$ cat config.mk
export PLATFORM = sky130hd
export DESIGN_NAME = bram_axis_reader
export DESIGN_NICKNAME = d
export VERILOG_FILES = /design/src/rtl/bram_axis_reader.sv
export SDC_FILE = /design/constraint.sdc
export NUM_CORES = 1
export LEC_CHECK = 0
export ABC_AREA = 1
export BUFFER_PORTS_ARGS = -buffer_cell sky130_fd_sc_hd__buf_2
export CORE_MARGIN = 8
export CORE_UTILIZATION = 54
export CTS_CLUSTER_DIAMETER = 100
export CTS_CLUSTER_SIZE = 14
export DETAILED_ROUTE_END_ITERATION = 8
export GPL_TIMING_DRIVEN = 0
export PLACE_DENSITY = 0.76
export SETUP_SLACK_MARGIN = 0.3
export SKIP_LAST_GASP = 1
export SLEW_MARGIN = 5
export SYNTH_ARGS = -nofsm -noshare
export SYNTH_HDL_FRONTEND = slang
export SYNTH_SLANG_ARGS = --single-unit
$ cat constraint.sdc
create_clock -name clk -period 3.7 [get_ports clk]
set_clock_uncertainty 0.05 [all_clocks]
set_input_delay 0.185 -clock clk [delete_from_list [all_inputs] [get_ports clk]]
set_output_delay 0.185 -clock clk [all_outputs]
set_load 0.005 [all_outputs]
$ cat src/rtl/bram_axis_reader.sv
`default_nettype none
// ============================================================================
// Module      : bram_axis_reader
// Description : Replays a contiguous block of BRAM words as an AXI-Stream packet
//               with a 2-entry skid buffer to absorb downstream backpressure.
// Revision    : 1.0 - initial release
// ============================================================================
module bram_axis_reader #(
  parameter int C_DATA_WIDTH = 32,
  parameter int C_ADDR_WIDTH = 10,
  parameter int C_LEN_WIDTH  = 16
) (
  input  logic                      clk,
  input  logic                      rst,
  input  logic                      start,
  input  logic [C_ADDR_WIDTH-1:0]   base_addr,
  input  logic [C_LEN_WIDTH-1:0]    length,
  output logic                      busy,
  output logic                      done,
  output logic                      BRAM_EN,
  output logic [C_ADDR_WIDTH-1:0]   BRAM_ADDR,
  input  logic [C_DATA_WIDTH-1:0]   BRAM_OUT,
  output logic                      m00_axis_tvalid,
  output logic [C_DATA_WIDTH-1:0]   m00_axis_tdata,
  output logic [C_DATA_WIDTH/8-1:0] m00_axis_tstrb,
  output logic                      m00_axis_tlast,
  input  logic                      m00_axis_tready
);

  localparam logic [C_ADDR_WIDTH-1:0] c_addr_one = C_ADDR_WIDTH'(1);
  localparam logic [C_LEN_WIDTH-1:0]  c_len_one  = C_LEN_WIDTH'(1);

  typedef enum logic [1:0] {
    S_IDLE  = 2'd0,
    S_RUN   = 2'd1,
    S_DRAIN = 2'd2
  } state_t;

  state_t                  state_q, state_d;
  logic [C_ADDR_WIDTH-1:0] addr_q, addr_d;
  logic [C_LEN_WIDTH-1:0]  remain_q, remain_d;
  logic                    done_q, done_d;
  logic                    rd_vld_q, rd_last_q;
  logic [C_DATA_WIDTH-1:0] buf_data_q [2];
  logic [1:0]              buf_last_q;
  logic                    rd_ptr_q, wr_ptr_q;
  logic [1:0]              count_q;

  logic       w_push, w_pop, w_issue, w_head_last;
  logic [2:0] w_used, w_limit;

  // A read is allowed only if its word is guaranteed a buffer slot on arrival.
  assign w_push      = rd_vld_q;
  assign w_pop       = (count_q != 2'd0) && m00_axis_tready;
  assign w_used      = {1'b0, count_q} + {2'b00, rd_vld_q};
  assign w_limit     = 3'd2 + {2'b00, w_pop};
  assign w_issue     = (state_q == S_RUN) && (remain_q != '0) && (w_used < w_limit);
  assign w_head_last = buf_last_q[rd_ptr_q];

  always_comb begin
    state_d  = state_q;
    addr_d   = addr_q;
    remain_d = remain_q;
    done_d   = 1'b0;
    unique case (state_q)
      S_IDLE: begin
        if (start) begin
          if (length != '0) begin
            addr_d   = base_addr;
            remain_d = length;
            state_d  = S_RUN;
          end else begin
            done_d = 1'b1;
          end
        end
      end
      S_RUN: begin
        if (w_issue) begin
          addr_d   = addr_q + c_addr_one;
          remain_d = remain_q - c_len_one;
          if (remain_q == c_len_one) state_d = S_DRAIN;
        end
      end
      S_DRAIN: begin
        if (w_pop && w_head_last) begin
          state_d = S_IDLE;
          done_d  = 1'b1;
        end
      end
      default: state_d = S_IDLE;
    endcase
  end

  always_ff @(posedge clk) begin
    if (rst) begin
      state_q       <= S_IDLE;
      addr_q        <= '0;
      remain_q      <= '0;
      done_q        <= 1'b0;
      rd_vld_q      <= 1'b0;
      rd_last_q     <= 1'b0;
      buf_data_q[0] <= '0;
      buf_data_q[1] <= '0;
      buf_last_q    <= '0;
      rd_ptr_q      <= 1'b0;
      wr_ptr_q      <= 1'b0;
      count_q       <= 2'd0;
    end else begin
      state_q   <= state_d;
      addr_q    <= addr_d;
      remain_q  <= remain_d;
      done_q    <= done_d;
      rd_vld_q  <= w_issue;
      rd_last_q <= w_issue && (remain_q == c_len_one);
      if (w_push) begin
        buf_data_q[wr_ptr_q] <= BRAM_OUT;
        buf_last_q[wr_ptr_q] <= rd_last_q;
        wr_ptr_q             <= ~wr_ptr_q;
      end
      if (w_pop) rd_ptr_q <= ~rd_ptr_q;
      count_q <= count_q + {1'b0, w_push} - {1'b0, w_pop};
    end
  end

  assign busy            = (state_q != S_IDLE);
  assign done            = done_q;
  assign BRAM_EN         = w_issue;
  assign BRAM_ADDR       = addr_q;
  assign m00_axis_tvalid = (count_q != 2'd0);
  assign m00_axis_tdata  = buf_data_q[rd_ptr_q];
  assign m00_axis_tlast  = m00_axis_tvalid && w_head_last;
  assign m00_axis_tstrb  = {(C_DATA_WIDTH/8){m00_axis_tvalid}};

endmodule
`default_nettype wire

==> run metrics <==
post-route setup slack=1510 ps; drt pass-1 iters=5; gpl congestion=0.890; Register Area=2680 µm²; post-CTS setup buffers=0; # clock sinks=102; Vert. Die Dim=114 µm; wire per inst=14.5 µm; drc violations=0; #FFs+latches synth=102; Synth Area per Inst=8.63 µm²; Syn Inst Count=596; Peak VDD IR=0.215 mV; highest clock rate=456 MHz; CP Class=reg -> reg; vias per cell=5.19; Final Max Slew Viols=0; H-tree Lvls=3; die footprint=12900 µm²; Initial Utilization=0.557; maxcap violations=0; Layout Nets=789; status=complete, no violations; core area=9240 µm²; Clock Pin Slew Worst Setup and Hold Paths=110 ps; Critical Path Fanout Max=32; clk_lat worst skew=360 ps; area of the multi-input gates=2070 µm²; Cell Pwr Density=506 nW/µm²; CTS hold repair buffers=0; io pins=113; Final Hold Viols=0; CTS tree=done; count of buffers from port buffering=112; routed wire length=12400 µm; top post-synthesis cells by area=edfxtp_1 (37%), dfxtp_1 (15%), nor2_1 (11%), nand2_1 (6.9%), mux2_2 (5.7%); Worst Path Arrival=2070 ps; leakage=0.00288 µW; Synth top area share=0.373; initial DRC count=354; leading area contributor after synthesis=edfxtp_1; Area Overhead vs Synth=17.8%; Post-Place Setup Slack=1470 ps; FILL cells=792; vias in the first global route=4433; Final ANT Viol Nets=0; ANT cells=0; share of the yosys chip area belonging to registers=0.521; total gr overflow=0; TNS Setup=0 ps; Synth cell types=36; Final Setup Violations=0; Ys Warns=0; largest net degree at the start of global routing=35; HP Class=in -> reg; DR vias=4424; Root Buffer=clkbuf_8; Worst setup EP type=flip-flop; DP Wirelength=9070 µm; final core occ=0.656; Min Clock Period, post-route=2190 ps; Final period util=0.592; first-pass GRT wire length=20200 µm; Row Count=35; Syn Nets=666; Tot GR Track Use=0.192; unrepaired setup endpoints after global routing=false; clock buffer count from CTS=9; Worst-Margin Slew=835 ps; cts repair resizes=0; Syn Std Cell Area=5150 µm²; Startpoint Class=flip-flop; Clock Path Buffers=2; die width=114 µm; Slew headroom=0.442; fraction of layout cells with a size suffix above 1=0.264; CP Data Required Time=3580 ps; initial antenna violation count=0
==> cell type report <==
cell class                      count  area share
Tap cell                          129      0.0266
Clock buffer                        9      0.0204
Timing Repair Buffer              112      0.0924
Multi-Input combinational cell    401       0.341
Clock inverter                      7      0.0111
Buffer                             28      0.0258
Sequential cell                   102       0.442
Inverter                           65      0.0406
==> stage by stage <==
stage	hold slack [ps]	total power (µW)	instance area (µm²)	std cells
4_1_cts	66.6	3080	6060	853
2_1_floorplan	307	2070	5150	596
6_report	75.1	3070	6060	853
3_3_place_gp	412	2380	5870	837
5_1_grt	74.8	3250	6060	853
3_5_place_dp	424	2410	5870	837
==> logic make-up (layout without fill, tap and decap cells) <==
family                   count (synthesis)  after routing  share of synthesized area
flip-flops                             102            102                      0.521
XOR/XNOR                                 2              2                    0.00340
AND/OR/NAND/NOR                        299            299                      0.247
AO/OA/AOI/OAI                           60             60                     0.0608
buffers and inverters                   93            221                     0.0783
multiplexers                            32             32                     0.0700
adder cells (fa/ha/maj)                  8              8                     0.0195
==> synthesized netlist by cell type <==
library cell and number:
or2_2 2, nand3b_1 3, nor2_2 5, ha_1 8
mux2_2 26, buf_2 8, nand2_1 94, nor2_4 3
edfxtp_1 64, a211oi_1 2, xor2_1 2, o21ai_0 23
o21ai_1 17, nand3_2 1, inv_1 62, or2_1 1
nand4_1 5, a21oi_1 13, inv_4 1, buf_6 3
nor2_1 149, nand3_4 1, nor3_1 1, mux2_1 6
o22ai_1 1, nand2_2 3, buf_4 5, dfxtp_1 38
nand2_4 1, a31oi_1 3, a21o_1 1, nand3_1 28
and2_1 1, clkbuf_1 12, inv_2 2, nand3b_2 1
==> final timing paths <==
path                                endpoint  depth (start not counted)  slack [ps]                       start
max          buf_data_q[0][13]$_SDFFCE_PN0P_                          3        1510         rd_vld_q$_SDFF_PP0_
min          buf_data_q[1][22]$_SDFFCE_PN0P_                          3          80                BRAM_OUT[22]
max reg2reg  buf_data_q[0][13]$_SDFFCE_PN0P_                          3        1510         rd_vld_q$_SDFF_PP0_
min reg2reg       buf_last_q[1]$_SDFFE_PP0P_                          2         440  buf_last_q[1]$_SDFFE_PP0P_
==> layer usage <==
layer,vias up,track usage,part of all wire
li1,2174,-,-
met2,192,0.320,0.47
met5,-,0,0
met1,2033,0.234,0.43
met3,25,0.0391,0.077
met4,0,0.0933,0.023
==> sequential cells by signal (all words and copies together), names as in the netlist, named ones only <==
| name | count |
|---|---|
| state_q | 2 |
| BRAM_ADDR | 10 |
| remain_q | 16 |
| wr_ptr_q | 1 |
| count_q | 2 |
| buf_data_q | 64 |
| rd_vld_q | 1 |
| buf_last_q | 2 |
| rd_last_q | 1 |
| done | 1 |
| rd_ptr_q | 1 |
==> worst max-delay path: stages, from the launching register on <==
cell,delay [ps]
dfxtp_1,370
nand3b_1,320
clkbuf_1,430
nand2_2,570
==> power breakdown <==
group	switching (µW)	internal, µW
Combinational	541	430
Clock	417	262
Sequential	93.0	1320
Total	1050	2010
==> cells in the final DEF (no fill, tap or decap), drive strengths merged <==
| master | netlist | final |
|---|---|---|
| clkinv | 0 | 3 |
| ha | 8 | 8 |
| nor2 | 157 | 157 |
| nand3 | 30 | 30 |
| edfxtp | 64 | 64 |
| and2 | 1 | 1 |
| xor2 | 2 | 2 |
| nand3b | 4 | 4 |
| a31oi | 3 | 3 |
| inv | 65 | 68 |
| a21oi | 13 | 13 |
| a211oi | 2 | 2 |
| dfxtp | 38 | 38 |
| o21ai | 40 | 40 |
| or2 | 3 | 3 |
| mux2 | 32 | 32 |
| clkinvlp | 0 | 1 |
| clkbuf | 12 | 21 |
| nand2 | 98 | 98 |
| o22ai | 1 | 1 |
| nand4 | 5 | 5 |
| buf | 16 | 128 |
| a21o | 1 | 1 |
| nor3 | 1 | 1 |
Note: power is estimated with default switching activity, not from simulation.
